[config.mk]
export PLATFORM = sky130hd
export DESIGN_NAME = mem_port_arbiter
export DESIGN_NICKNAME = d
export VERILOG_FILES = /design/src/rtl/mem_arb_pkg.sv /design/src/rtl/mem_wait_timer.sv /design/src/rtl/mem_port_arbiter.sv
export SDC_FILE = /design/constraint.sdc
export NUM_CORES = 1
export LEC_CHECK = 0
export ABC_AREA = 1
export CAP_MARGIN = 20
export CORE_ASPECT_RATIO = 1.4
export CORE_MARGIN = 4
export CORE_UTILIZATION = 43
export CTS_CLUSTER_SIZE = 14
export DETAILED_ROUTE_END_ITERATION = 10
export PLACE_DENSITY = 0.81
export SLEW_MARGIN = 20
export SYNTH_ARGS = -nofsm -noshare
export SYNTH_HDL_FRONTEND = slang
export SYNTH_SLANG_ARGS = --single-unit
[constraint.sdc]
create_clock -name clk -period 2 [get_ports clk]
set_input_delay 0.5 -clock clk [delete_from_list [all_inputs] [get_ports clk]]
set_output_delay 0.5 -clock clk [all_outputs]
set_load 0.005 [all_outputs]
[src/rtl/mem_arb_pkg.sv]
// rtl/mem_arb_pkg.sv - shared types and constants for the memory port arbiter
package mem_arb_pkg;

  // Arbiter control states: choose a grant, hold a transaction, pulse ready
  typedef enum logic [1:0] {
    IDLE   = 2'd0,
    BUSY_I = 2'd1,
    BUSY_D = 2'd2,
    DONE   = 2'd3
  } arb_state_e;

  // Which requester owns the memory port
  typedef enum logic {
    OWN_IF = 1'b0,
    OWN_D  = 1'b1
  } owner_e;

  // No byte enables set means the data request is a load
  localparam logic [3:0]  DWE_READ         = 4'b0000;
  localparam logic [31:0] TIMEOUT_DATA_DEF = 32'hDEAD_BEEF;

endpackage

[src/rtl/mem_wait_timer.sv]
// rtl/mem_wait_timer.sv - clear/enable wait counter that flags a hung memory
module mem_wait_timer #(
  parameter int TIMEOUT_CYCLES = 64
) (
  input  logic clk,
  input  logic rst_n,
  input  logic clr_i,
  input  logic en_i,
  output logic expire_o
);

  localparam int CW = $clog2(TIMEOUT_CYCLES) + 1;

  logic [CW-1:0] cnt_q, cnt_d;

  // Expire fires during the last allowed wait cycle so the owner can leave BUSY
  // on the very edge that would otherwise start one cycle too many.
  assign expire_o = en_i && (cnt_q == CW'(TIMEOUT_CYCLES - 1));

  // Next count: clear wins, otherwise count enabled cycles up to the limit
  always_comb begin
    cnt_d = cnt_q;
    if (clr_i) begin
      cnt_d = '0;
    end else if (en_i && !expire_o) begin
      cnt_d = cnt_q + 1'b1;
    end
  end

  // Counter register
  always_ff @(posedge clk or negedge rst_n) begin
    if (!rst_n) begin
      cnt_q <= '0;
    end else begin
      cnt_q <= cnt_d;
    end
  end

endmodule

[src/rtl/mem_port_arbiter.sv]
// rtl/mem_port_arbiter.sv - fetch/data arbiter for a single-ported unified memory
module mem_port_arbiter
  import mem_arb_pkg::*;
#(
  parameter int          STARVE_LIMIT   = 4,
  parameter int          TIMEOUT_CYCLES = 64,
  parameter logic [31:0] TIMEOUT_DATA   = TIMEOUT_DATA_DEF
) (
  input  logic        clk,
  input  logic        rst_n,
  input  logic        if_req,
  input  logic [31:0] if_addr,
  output logic [31:0] if_rdata,
  output logic        if_rdy,
  input  logic        d_req,
  input  logic [3:0]  d_we,
  input  logic [31:0] d_addr,
  input  logic [31:0] d_wdata,
  output logic [31:0] d_rdata,
  output logic        d_rdy,
  output logic        m_req,
  output logic [3:0]  m_we,
  output logic [31:0] m_addr,
  output logic [31:0] m_wdata,
  input  logic [31:0] m_rdata,
  input  logic        m_ack,
  output logic        stall_if,
  output logic        stall_mem,
  output logic        timeout_err
);

  localparam int SW = $clog2(STARVE_LIMIT + 1);

  arb_state_e  state_q, state_d;
  logic        m_req_q, m_req_d;
  logic [3:0]  m_we_q, m_we_d;
  logic [31:0] m_addr_q, m_addr_d;
  logic [31:0] m_wdata_q, m_wdata_d;
  logic [31:0] if_rdata_q, if_rdata_d;
  logic [31:0] d_rdata_q, d_rdata_d;
  logic        if_rdy_q, if_rdy_d;
  logic        d_rdy_q, d_rdy_d;
  logic        err_q, err_d;
  logic [SW-1:0] starve_q, starve_d;

  logic        busy;
  logic        d_wins;
  owner_e      win;
  owner_e      busy_owner;
  logic [31:0] rd_word;
  logic        tmr_clr;
  logic        tmr_en;
  logic        tmr_expire;

  assign busy       = (state_q == BUSY_I) || (state_q == BUSY_D);
  assign busy_owner = (state_q == BUSY_D) ? OWN_D : OWN_IF;
  // Data wins unless fetch has already been passed over STARVE_LIMIT times
  assign d_wins     = d_req && (!if_req || (starve_q < SW'(STARVE_LIMIT)));
  assign win        = d_wins ? OWN_D : OWN_IF;
  // An ack arriving with the expiry takes precedence, so it also stops the count
  assign tmr_en     = busy && !m_ack;
  assign rd_word    = m_ack ? m_rdata : TIMEOUT_DATA;

  mem_wait_timer #(
    .TIMEOUT_CYCLES (TIMEOUT_CYCLES)
  ) u_wait_timer (
    .clk      (clk),
    .rst_n    (rst_n),
    .clr_i    (tmr_clr),
    .en_i     (tmr_en),
    .expire_o (tmr_expire)
  );

  // Next state: grant in IDLE, complete on ack or expiry, pulse ready in DONE
  always_comb begin
    state_d    = state_q;
    m_req_d    = m_req_q;
    m_we_d     = m_we_q;
    m_addr_d   = m_addr_q;
    m_wdata_d  = m_wdata_q;
    if_rdata_d = if_rdata_q;
    d_rdata_d  = d_rdata_q;
    if_rdy_d   = 1'b0;
    d_rdy_d    = 1'b0;
    err_d      = err_q;
    starve_d   = starve_q;
    tmr_clr    = 1'b0;

    unique case (state_q)
      IDLE: begin
        if (d_req || if_req) begin
          m_req_d = 1'b1;
          tmr_clr = 1'b1;
          if (win == OWN_D) begin
            state_d   = BUSY_D;
            m_we_d    = d_we;
            m_addr_d  = d_addr;
            m_wdata_d = d_wdata;
            starve_d  = if_req ? starve_q + 1'b1 : '0;
          end else begin
            state_d   = BUSY_I;
            m_we_d    = DWE_READ;
            m_addr_d  = if_addr;
            m_wdata_d = '0;
            starve_d  = '0;
          end
        end
      end
      BUSY_I, BUSY_D: begin
        if (m_ack || tmr_expire) begin
          m_req_d = 1'b0;
          state_d = DONE;
          if (!m_ack) begin
            err_d = 1'b1;
          end
          if (busy_owner == OWN_D) begin
            d_rdy_d = 1'b1;
            if (m_we_q == DWE_READ) begin
              d_rdata_d = rd_word;
            end
          end else begin
            if_rdy_d   = 1'b1;
            if_rdata_d = rd_word;
          end
        end
      end
      DONE: begin
        state_d = IDLE;
      end
      default: begin
        state_d = IDLE;
      end
    endcase
  end

  // State and registered outputs; reset abandons any transaction in flight
  always_ff @(posedge clk or negedge rst_n) begin
    if (!rst_n) begin
      state_q    <= IDLE;
      m_req_q    <= 1'b0;
      m_we_q     <= '0;
      m_addr_q   <= '0;
      m_wdata_q  <= '0;
      if_rdata_q <= '0;
      d_rdata_q  <= '0;
      if_rdy_q   <= 1'b0;
      d_rdy_q    <= 1'b0;
      err_q      <= 1'b0;
      starve_q   <= '0;
    end else begin
      state_q    <= state_d;
      m_req_q    <= m_req_d;
      m_we_q     <= m_we_d;
      m_addr_q   <= m_addr_d;
      m_wdata_q  <= m_wdata_d;
      if_rdata_q <= if_rdata_d;
      d_rdata_q  <= d_rdata_d;
      if_rdy_q   <= if_rdy_d;
      d_rdy_q    <= d_rdy_d;
      err_q      <= err_d;
      starve_q   <= starve_d;
    end
  end

  assign m_req       = m_req_q;
  assign m_we        = m_we_q;
  assign m_addr      = m_addr_q;
  assign m_wdata     = m_wdata_q;
  assign if_rdata    = if_rdata_q;
  assign d_rdata     = d_rdata_q;
  assign if_rdy      = if_rdy_q;
  assign d_rdy       = d_rdy_q;
  assign timeout_err = err_q;
  assign stall_if    = if_req & ~if_rdy_q;
  assign stall_mem   = d_req & ~d_rdy_q;

endmodule

# [Yosys cells after proc, flatten, opt, wreduce, memory -nomap -nowiden]
# Index checks and enable logic that the tools add are counted.
[totals] regBits=148 input_bits=137 output_inout_bits=138 elab_cells=74
[classes] addsub=2 order_cmp=1 eq_ne=6 mux=25 n_bitwise=6 reduce_logical=22
[ops] cell="$mux W32" count=3
[ops] cell="$mux W7" count=2
[ops] cell="$mux W1" count=12
[ops] cell="$reduce_and A3 Y1" count=3
[ops] cell="$add A7 B1 Y7 const B" count=1
[ops] cell="$eq A7 B6 Y1 const B" count=1
[ops] cell="$mux W2" count=3
[ops] cell="$mux W3" count=2
[ops] cell="$pmux W2 S3" count=1
[ops] cell="$eq A2 B2 Y1 const B" count=2
[ops] cell="$logic_and A1 B1 Y1" count=4
[ops] cell="$logic_not A4 Y1" count=1
[ops] cell="$logic_or A1 B1 Y1" count=4
[ops] cell="$mux W4" count=1
[ops] cell="$ne A2 B2 Y1 const B" count=2
[ops] cell="$not A1 Y1" count=4
[ops] cell="$reduce_and A2 Y1" count=2
[ops] cell="$reduce_and A4 Y1" count=1
[ops] cell="$reduce_bool A2 Y1" count=2
[ops] cell="$add A3 B1 Y3 const B" count=1
[ops] cell="$logic_not A1 Y1" count=3
[ops] cell="$lt A3 B3 Y1 const B" count=1
[ops] cell="$and A1 B1 Y1" count=2
[ops] cell="$eq A2 B1 Y1 const B" count=1
[ops] cell="other kinds (3)" count=3

# [Longest topological paths before layout]
# Gate-level depths: netlist (run 1).
[logic_depth] depth_word=8 ltp_mapped=11 ltp_nobuf=9

# [Cells and area by module]
# From an unflattened synthesis (run 1), not the netlist that was laid out.
[unflattened] cells_unflattened=874 hier_area_um2=6900.4
[modules_own_cells] mod="mem_port_arbiter" instances=1 cells_per_inst=805 area_per_inst_um2=6434.9 seq_area_each_um2=3528.4
[modules_own_cells] mod="mem_wait_timer" instances=1 cells_per_inst=69 area_per_inst_um2=465.4 seq_area_each_um2=175.2

# [Worst setup path before layout (run 1)]
# OpenSTA, ideal clock, no wires.
[synth_timing] path_kind="reg2reg" startpoint="register state_q[0]" endpoint="register if_rdata_q[15] (netlist: if_rdata[15])" setup_ns=0.130 arrival_ns=1.506 t_required_ns=1.870 slack_ns=0.364 stages_incl_launch_ff=12 n_path_buf=2 period_less_slack_ns=1.636 path_cell_list="dfrtp_1 -> inv_1 -> ha_1 -> inv_1 -> nor2_2 -> nand3_2 -> nand2_4 -> nand2_2 -> buf_6 -> buf_6 -> nand2_1 -> o21ai_1"
[synth_via] elab_chain_len=6 elab_cells_between_ends=10 cone_classes="eq/ne (2); mux (1); bitwise (1); reduce/logical (6)"
[synth_lines] item="from (decl)" line="mem_port_arbiter.sv:34" rtl="arb_state_e state_q, state_d;"
[synth_lines] item="from (signal assigned)" line="mem_port_arbiter.sv:151" rtl="state_q <= state_d;"
[synth_lines] item="$eq A2 B1 Y1 / $eq A2 B2 Y1 (equally long branches)" line="mem_port_arbiter.sv:55, mem_port_arbiter.sv:89, mem_port_arbiter.sv:56"
[synth_lines] item="$logic_or A1 B1 Y1" line="mem_port_arbiter.sv:55" rtl="assign busy = (state_q == BUSY_I) || (state_q == BUSY_D);"
[synth_lines] item="$logic_and A1 B1 Y1" line="mem_port_arbiter.sv:61" rtl="assign tmr_en = busy && !m_ack;"
[synth_lines] item="$logic_and A1 B1 Y1" line="mem_wait_timer.sv:18" rtl="assign expire_o = en_i && (cnt_q == CW'(TIMEOUT_CYCLES - 1));"
[synth_lines] item="$logic_or A1 B1 Y1" line="mem_port_arbiter.sv:110" rtl="if (m_ack || tmr_expire) begin"
[synth_lines] item="$reduce_and A3 Y1 (no line) (*)"
[synth_lines] item="to (signal assigned)" line="mem_port_arbiter.sv:156" rtl="if_rdata_q <= if_rdata_d;"
[synth_lines] item="to (decl)" line="mem_port_arbiter.sv:39" rtl="logic [31:0] if_rdata_q, if_rdata_d;"
# Mark *: on every way between the ends. The rest lies on a longest branch, timed or not.
# A chain may end at the register's enable or synchronous reset.

# [Final worst setup path (run 1)]
[layout_timing] startpoint="input port d_req" endpoint="output port stall_mem"
[layout_via] elab_chain_len=1
[layout_lines] item="from (decl)" line="mem_port_arbiter.sv:15" rtl="input logic d_req,"
[layout_lines] item="$and A1 B1 Y1" line="mem_port_arbiter.sv:175" rtl="assign stall_mem = d_req & ~d_rdy_q;"
[layout_lines] item="to (decl)" line="mem_port_arbiter.sv:28" rtl="output logic stall_mem,"
# No other way between the ends.

==> results of run 1 <==
[cell families after synthesis]
group,count (synthesis)
and+or+nand+nor,384
xor gates and xnor gates,3
AOI/OAI and AO/OA,111
buffers and inverters,107
adders and majority gates,5
DFF,148
[registers in the layout, summed over array words and instances (netlist names), 2 cells and up]
signal / flops
state_q: 2
m_we: 4
starve_q: 3
u_wait_timer.cnt_q: 7
m_addr: 32
m_wdata: 32
d_rdata: 32
if_rdata: 32
[how the worst max path moves through the flow]
stage,to,cells past startpoint
2_1_floorplan,if_rdata[15],11
3_3_place_gp,stall_mem,4
3_5_place_dp,stall_mem,4
4_1_cts,stall_mem,4
5_1_grt,stall_mem,4
6_report,stall_mem,4
[critical path: stages]
cell and delay [ns]:
clkdlybuf4s50_1 0.48, inv_1 0.09, nor2_1 0.10, dlygate4sd2_1 0.25
[what timing repair did]
action	in CTS	in global routing
resized for setup	3	0
hold buffers	1	0
endpoints found under the hold margin	27	0
setup endpoints to repair	2	0
[power breakdown]
| group | switching [mW] | internal, mW | total (mW) |
|---|---|---|---|
| registers | 0.720 | 4.32 | 5.04 |
| clock network | 1.24 | 2.21 | 3.44 |
| logic | 3.06 | 3.57 | 6.63 |
| total | 5.01 | 10.1 | 15.1 |
[layout by cell type (no fill, tap or decap)]
master / netlist / final
clkdlybuf4s50_1: 0 / 271
nand2_1: 232 / 232
dfrtp_1: 148 / 148
o21ai_0: 74 / 74
nor2_1: 66 / 65
inv_1: 57 / 56
nand3_1: 45 / 45
nand4_1: 35 / 35
buf_4: 0 / 25
o21ai_2: 23 / 23
clkbuf_16: 0 / 17
buf_12: 0 / 13
o21ai_1: 10 / 9
ha_1: 5 / 5
bufinv_16: 0 / 5
inv_2: 2 / 3
nor2_2: 2 / 3
xor2_1: 3 / 3
clkinv_4: 0 / 3
nand3_2: 2 / 2
a21oi_1: 2 / 2
clkinvlp_4: 0 / 2
dlygate4sd2_1: 0 / 2
nand2_4: 1 / 1
nand2_2: 1 / 1
a21boi_0: 1 / 1
o21ai_4: 0 / 1
o21bai_1: 1 / 1
clkbuf_1: 23 / 1
clkinv_2: 0 / 1
inv_6: 0 / 1
dlygate4sd3_1: 0 / 1
buf_6: 6 / 1
[area by class of cell]
class / instances / area share [%]
Tap cell: 192 / 2.32
Multi-Input combinational cell: 503 / 22.8
Timing Repair Buffer: 313 / 30.9
Clock inverter: 12 / 1.98
Clock buffer: 18 / 4.14
Inverter: 59 / 2.14
Sequential cell: 148 / 35.7
[per-stage QoR]
step	util, %	std cells	TNS (ns)
3_5_place_dp	65.1	1214	-0.382
6_report	69.4	1245	0
3_3_place_gp	65.1	1214	-0.359
4_1_cts	69.4	1245	0
5_1_grt	69.4	1245	0
2_1_floorplan	-	758	0
[routing by layer]
layer  global-route usage (%)  vias up
li1                         -     3009
met1                     25.0     2902
met2                     41.0      215
met3                     6.34       33
met4                     8.65        0
met5                        0        -
==> metrics.md, run 1 <==
| Metric | Value |
|---|---|
| Iter 0 DRT Violations | 367 |
| Ant. Diodes | 0 |
| Synthesized cell area | 6520 um^2 |
| M1 WL | 7200 um |
| CTS tree | built |
| Cells after Synth | roughly 760 |
| Post-route DRC | 0 |
| WP data required | 1.50 ns |
| Clock-pin slew on the worst setup and hold paths | about 0.06 ns |
| Multi-input gate area | about 2400 um^2 |
| Sequential area share after synthesis | 56.8% |
| Yosys reg bits | 148 |
| Vias in the first global route | about 6400 |
| Total Power | 15.1 mW |
| Avg WL per Cell | 15.6 um |
| Register area | approximately 3700 um^2 |
| Final slew viol count | 0 |
| Chip width | 112 um |
| Most frequent cell after synthesis | nand2_1 |
| Die Area | 17200 um^2 |
| Port Buffers | 274 |
| Number of antenna violations at the first check in global routing | 0 |
| Largest net degree at the start of global routing | 54 |
| Leak pwr | a little under 5 nW |
| Cell variety after synth | 23 |
| Final period util | 96.2% |
| Io pins | 275 |
| Hold Vio Cnt, Final | 0 |
| Die height | about 150 um |
| EDFF count, synth | 0 |
| Design area | 10400 um^2 |
| Clk sinks | 148 |
| Synth top cells by count | nand2_1 (232), dfrtp_1 (148), o21ai_0 (74), nor2_1 (66), inv_1 (57) |
| Hold_sp | d_rdata[2] |
| Starting Density | 43.7% |
| DRT Wirelength | 19400 um |
| Via count of the routed design | about 6000 |
| WHS Path Cells | 2 |
| Worst-Skew Late Latency | 0.41 ns |
| Setup Viol. Count Final | 0 |
| Htree depth | 4 |
| R2r endpoint | if_rdata[10] |
| Cell Area, Placed | 9720 um^2 |
| Filler cells | between 1000 and 1500 |
| Gpl congestion | 0.807 |
| Maximum buffer depth of the clock tree | 2 |
| WHS | between 0.4 and 0.5 ns |
| FF-to-FF setup slack | 0.24 ns |
| Pre-CTS WS | -0.190 ns |
| Fmax | between 500 and 600 MHz |
| Via density | 4.95 |
| Area leader, netlist | dfrtp_1 |
| Reg2Reg Depth | 10 |
| Ys async rst share | between 90% and 100% |
| Share of cells above drive strength 1 | 9.69% |
| Cts bufs inserted | 17 |
| PnR worst setup slack | 0.0753 ns |
| Worst-Margin Slew | between 0.3 and 0.4 ns |
| P&R area growth vs syn | 59.0% |
| Adder-Cell Fraction of Synth Area | less than 1% |
| Antenna-violating nets left | 0 |
| Status | complete, no violations |
| Max transition margin | 78.8% |
| DRT Pass-1 Iters | 4 |
| Maxcap violations | 0 |
| Crit path max fanout | 2 |
| Avg Inst Size Synth | 8.60 um^2 |
| Min-delay worst type | flip-flop to flip-flop |
| Synth top area cells | dfrtp_1 (57%), nand2_1 (13%), o21ai_0 (5.7%) |
| Grt ovf | 0 |
| GRT Util Overall | 22.6% |
| Post-layout minimum cycle time | 1.92 ns |
| Crit path DAT | 1.42 ns |
| Core Region | ~15000 um^2 |
| Mux cell area share after synthesis | 0% |
| Worst Hold Endpoint | d_rdata[2] |
| Combinational family with the most area after synthesis | simple AND/OR/NAND/NOR gates |
| Worst reg2reg path startpoint | state_q[0] |
| Synth Area in Simple Gates | 24.7% |
| Synth Area in Compound Gates | under 10% |
| Worst VDD drop | 0.684 mV |
| Crit path kind | input port to output pin |
| Layout Skew | 0.0120 ns |
| Crit end category | output pin |
| Crit. Startpoint | d_req |
| DR WL met3 | 1380 um |
| Pwr per Cell Area | 1460 nW/um^2 |
| Critical Path Start Type | input port |
| Postcts setup bufs | 0 |
| Main synth FF type | dfrtp_1 |
| Synthesized net count | 900 |
| Met2 WL | 10300 um |
| HPWL after DPL | 14200 um |
| Synth Area in XOR/XNOR | less than 1% |
| Top layer in use | met4 |
| First-pass GRT wire length | between 30000 and 40000 um |
| Yosys top cell area share | 56.8% |
| RSZ-0062 raised after global routing | false |
| Root buffer cell | clkbuf_16 |
| Site row count | 53 |
| Ys Warns | 0 |
| Nets | 1184 |
Power figures use the tool's default switching activity.
==> inputs of run 2 (changes only) <==
Clock period 2 ns to 2.1 ns, I/O delays scaled along.
==> run 2 against run 1 <==
First-iteration DRC count is 3.8% higher. Register-to-register slack better by 0.11 ns. Critical path depth stayed put. Clock skew is 0.00073 ns lower. Global-route usage is 0.43 points lower. Count of clock-buffer cells in the layout is 2 higher. Wire length is 2.2% lower. Cell area is 1.8% lower. Non-clock buffer count is 13 lower. Cell count is 0.88% lower. Power is 7.6% lower. Worst setup slack better by 0.046 ns. Critical path type unchanged. Highest routed layer unchanged.
==> metrics.md, run 2 (synthesized netlist as in run 1, its figures left out) <==
| Metric | Value |
|---|---|
| Share of cells above drive strength 1 | 8.64% |
| GR met1 Demand/Resource | 24.9% |
| Maximum buffer depth of the clock tree | 2 |
| Final slew viol count | 0 |
| Filler cells | 1203 |
| Hold Vio Cnt, Final | 0 |
| Grt ovf | 0 |
| Post-layout minimum cycle time | between 1.5 and 2 ns |
| Iter 0 DRT Violations | 381 |
| Antenna-violating nets left | 0 |
| Clk sinks | between 100 and 150 |
| Port Buffers | roughly 270 |
| Io pins | about 280 |
| Htree depth | 4 |
| First-pass GRT wire length | approximately 31000 um |
| Finished Core Util | 68.2% |
| Clock-pin slew on the worst setup and hold paths | 0.07 ns |
| Worst reg2reg path startpoint | state_q[0] |
| Setup Viol. Count Final | 0 |
| Die height | between 150 and 200 um |
| Critical Path Start Type | input port |
| Crit end category | output pin |
| Core Region | 14900 um^2 |
| Site row count | 53 |
| Max transition margin | 73.4% |
| Nets | 1171 |
| Reg2Reg Depth | 10 |
| Worst VDD drop | 0.738 mV |
| Vias in the first global route | between 6000 and 7000 |
| HPWL after DPL | 13700 um |
| Crit path DAT | 1.45 ns |
| Min-delay worst type | input port to asynchronous set/reset pin |
| GRT Util Overall | 22.2% |
| Pwr per Cell Area | 1370 nW/um^2 |
| Via count of the routed design | about 6100 |
| Leading cell type in the layout, fill and taps excluded | clkdlybuf4s50_1 |
| Chip width | 112 um |
| Worst-Margin Slew | 0.399 ns |
| Crit. Startpoint | d_req |
| WP data required | around 1.6 ns |
| Die Area | 17200 um^2 |
| Leak pwr | 4.81 nW |
| Number of antenna violations at the first check in global routing | 0 |
| Largest net degree at the start of global routing | 53 |
| Status | complete, no violations |
| Most Crowded Layer GR | met2 |
| Met2 usage | 39.4% |
| RSZ-0062 raised after global routing | false |
| Worst-Skew Late Latency | 0.41 ns |
| Post-route DRC | 0 |
| DRT Wirelength | 19000 um |
| Cts bufs inserted | 17 |
| Gpl congestion | 0.796 |
| Fmax | approximately 500 MHz |
| CTS tree | built |
| DRT Pass-1 Iters | 4 |
| Most frequent cells in the layout | clkdlybuf4s50_1 (271), nand2_1 (232), dfrtp_1 (148) |
| Final period util | 94.2% |
| Via density | 4.93 |
| Root buffer cell | clkbuf_16 |
| Crit path max fanout | 2 |
| Starting Density | between 40% and 50% |
| Ant. Diodes | 0 |
| Setup TNS | 0 ns |
| Layout Skew | 0.0113 ns |
| Maxcap violations | 0 |
| P&R area growth vs syn | 56.1% |
| M3 GR Usage | approximately 6.7% |
| FF-to-FF setup slack | 0.35 ns |
| R2r endpoint | if_rdata[0] |
| Crit path kind | input port to output pin |
| Avg WL per Cell | about 15 um |
[run 2: timing repair]
item | CTS | global route
buffers inserted | 0 | 0
setup endpoints to repair | 2 | 0
hold buffers | 0 | 0
gates resized for setup | 3 | 0
[run 2: where the power goes]
| group | internal [mW] | leakage, nW | switching [mW] |
|---|---|---|---|
| registers | 4.12 | 1.86 | 0.691 |
| logic | 3.29 | 2.67 | 2.85 |
| clock network | 1.78 | 0.270 | 1.23 |
[run 2: metrics by stage]
step | total power, mW | worst slack (ns) | hold slack, ns | cells | area (um^2)
finish | 14.0 | 0.121 | 0.0167 | 1234 | 10200
global route | 15.0 | 0.0800 | 0.0327 | 1234 | 10200
CTS | 14.1 | 0.130 | 0.0185 | 1234 | 10200
detailed placement | 11.1 | -0.144 | 0.457 | 1202 | 9590
global placement | 10.9 | -0.128 | 0.447 | 1202 | 9590
floorplan | 7.46 | 0.464 | 0.229 | 758 | 6520
[run 2: worst max-delay path by stage]
stage | slack [ns] | endpoint | depth (start not counted)
floorplan | 0.46 | if_rdata[15] | 11
global placement | -0.13 | stall_if | 4
detailed placement | -0.14 | stall_mem | 4
CTS | 0.13 | stall_mem | 4
global route | 0.08 | stall_mem | 4
finish | 0.12 | stall_mem | 4
[run 2: layer usage]
metal	share of wire, %	vias up
li1	-	2985
met1	38	2849
met2	51	226
met3	7.8	28
met4	2.9	0
met5	0	-
[run 2: final cells by class]
type,count,area (um^2),area share [%]
flip-flops and latches,148,3700,36.4
repair buffers,300,3060,30.1
multi-input cells,503,2360,23.2
clock buffers,20,437,4.29
well taps,192,240,2.36
inverters,59,221,2.18
clock inverters,12,145,1.43
[run 2: worst max-delay path, stage by stage]
cell	delay, ns
clkdlybuf4s50_1	0.48
inv_1	0.09
nor2_1	0.11
dlygate4sd2_1	0.24
==> inputs of run 3 (changes only) <==
Settings changed: CORE_MARGIN 4 to default.
==> run 3 against run 2 <==
Critical endpoint unchanged. Highest routed layer unchanged. Clock power up 5%. Cell count is essentially flat. Core utilization grew 1.6 points. Register-to-register slack worse by 0.05 ns.
==> metrics.md, run 3 (synthesized netlist as in run 1, its figures left out) <==
| Metric | Value |
|---|---|
| Status | complete, no violations |
| Most frequent cells in the layout | clkdlybuf4s50_1 (271), nand2_1 (232), dfrtp_1 (148) |
| Clk sinks | roughly 150 |
| Max transition margin | 75.2% |
| DRT Wirelength | 18700 um |
| Ant. Diodes | 0 |
| Fmax | between 500 and 600 MHz |
| Leading cell type in the layout, fill and taps excluded | clkdlybuf4s50_1 |
| Starting Density | 44.5% |
| GRT Util Overall | 24.6% |
| Vias in the first global route | 6123 |
| WHS Path Cells | 2 |
| RSZ-0062 raised after global routing | false |
| Hold_sp | d_rdata[20] |
| Pre-CTS WS | -0.145 ns |
| Design area | approximately 10000 um^2 |
| Nets | between 1000 and 1500 |
| Share of cells above drive strength 1 | 8.99% |
| DR WL met3 | roughly 1000 um |
| Site row count | 52 |
| Final period util | between 90% and 100% |
| Cts bufs inserted | 17 |
| Finished Core Util | 69.7% |
| Layout Skew | 0.00782 ns |
| Hold Vio Cnt, Final | 0 |
| Worst Hold Endpoint | d_rdata[20] |
| Top layer in use | met4 |
| Setup Viol. Count Final | 0 |
| Core Region | between 10000 and 15000 um^2 |
| Crit path kind | input port to output pin |
| HPWL after DPL | roughly 13000 um |
| Pwr per Cell Area | 1380 nW/um^2 |
| First-pass GRT wire length | 30100 um |
| Chip width | 106 um |
| Htree depth | 4 |
| Crit path max fanout | 2 |
| Iter 0 DRT Violations | 322 |
| Gpl congestion | 0.789 |
| M1 WL | around 7300 um |
| Maxcap violations | 0 |
| Antenna-violating nets left | 0 |
| Avg WL per Cell | 15.1 um |
| Worst reg2reg path startpoint | state_q[0] |
| WP data required | around 1.6 ns |
| Critical Path Start Type | input port |
| Reg2Reg Depth | 10 |
| FF-to-FF setup slack | about 0.3 ns |
| Clock-pin slew on the worst setup and hold paths | 0.06 ns |
| WHS | ~0.47 ns |
| Worst-Margin Slew | 0.371 ns |
| Maximum buffer depth of the clock tree | 2 |
| Post-route DRC | 0 |
| Worst VDD drop | 0.716 mV |
| PnR worst setup slack | about 0.12 ns |
| Crit path DAT | 1.45 ns |
| CTS tree | built |
| Root buffer cell | clkbuf_16 |
| Crit end category | output pin |
| Number of antenna violations at the first check in global routing | 0 |
| Final slew viol count | 0 |
| Via density | 4.98 |
| Cell Area, Placed | 9590 um^2 |
| Worst-Skew Late Latency | 0.42 ns |
| Min-delay worst type | flip-flop to flip-flop |
| Leak pwr | 4.83 nW |
| Io pins | 275 |
| Setup TNS | 0 ns |
| R2r endpoint | if_rdata[25] |
| Largest net degree at the start of global routing | 58 |
| Via count of the routed design | 6154 |
| Met2 WL | roughly 10000 um |
| Die height | ~150 um |
| Die Area | 15700 um^2 |
| P&R area growth vs syn | 56.6% |
| Port Buffers | 274 |
| DRT Pass-1 Iters | 8 |
| Post-layout minimum cycle time | 1.98 ns |
| Grt ovf | 0 |
==> run 3: cell count changes in the layout (fill, tap and decap cells not counted) <==
cell           before  now
bufinv_16           2    3
clkbuf_1            3    2
clkbuf_8            0    1
inv_8               1    2
buf_4              16   21
buf_12             10    8
dlygate4sd3_1       0    1
inv_6               4    2
==> run 3: worst max-delay path: stages <==
cell and delay [ns]:
clkdlybuf4s50_1 0.47, inv_1 0.09, nor2_1 0.12, dlygate4sd2_1 0.24
==> run 3: repair_timing <==
item,in CTS,in global routing
buffers inserted,0,0
gates resized for setup,3,0
endpoints found under the hold margin,18,0
hold buffers,1,0
endpoints found under the setup margin,2,0
==> run 3: power breakdown <==
part | internal, mW | leakage, nW | switching [mW] | total (mW)
clock network | 1.93 | 0.287 | 1.24 | 3.17
logic | 3.29 | 2.68 | 2.84 | 6.13
registers | 4.12 | 1.86 | 0.710 | 4.83
==> run 3: worst max-delay path by stage <==
stage	start	to	slack, ns	depth (start not counted)
floorplan	state_q[0]	if_rdata[15]	0.46	11
global placement	if_req	stall_if	-0.12	4
detailed placement	d_req	stall_mem	-0.14	4
CTS	d_req	stall_mem	0.11	4
global route	d_req	stall_mem	0.06	4
finish	d_req	stall_mem	0.12	4
==> run 3: final cells by class <==
cell class	count	area [um^2]
fillers	1176	4430
inverters	59	221
multi-input cells	503	2360
clock inverters	12	169
clock buffers	20	447
flip-flops and latches	148	3700
well taps	189	236
repair buffers	304	3070
==> run 3: per-stage QoR <==
| stage | power (mW) | std cells |
|---|---|---|
| final | 14.1 | 1235 |
| after global routing | 15.1 | 1235 |
| after CTS | 14.3 | 1235 |
| after detailed placement | 11.0 | 1202 |
| after global placement | 10.9 | 1202 |
| after floorplan | 7.46 | 758 |
==> run 3: metal layers <==
| layer | track usage, % | vias to the layer above |
|---|---|---|
| met2 | 43.6 | 228 |
| met5 | 0 | - |
| met4 | 10.1 | 0 |
| met3 | 5.07 | 34 |
| met1 | 29.0 | 2898 |
| li1 | - | 2994 |
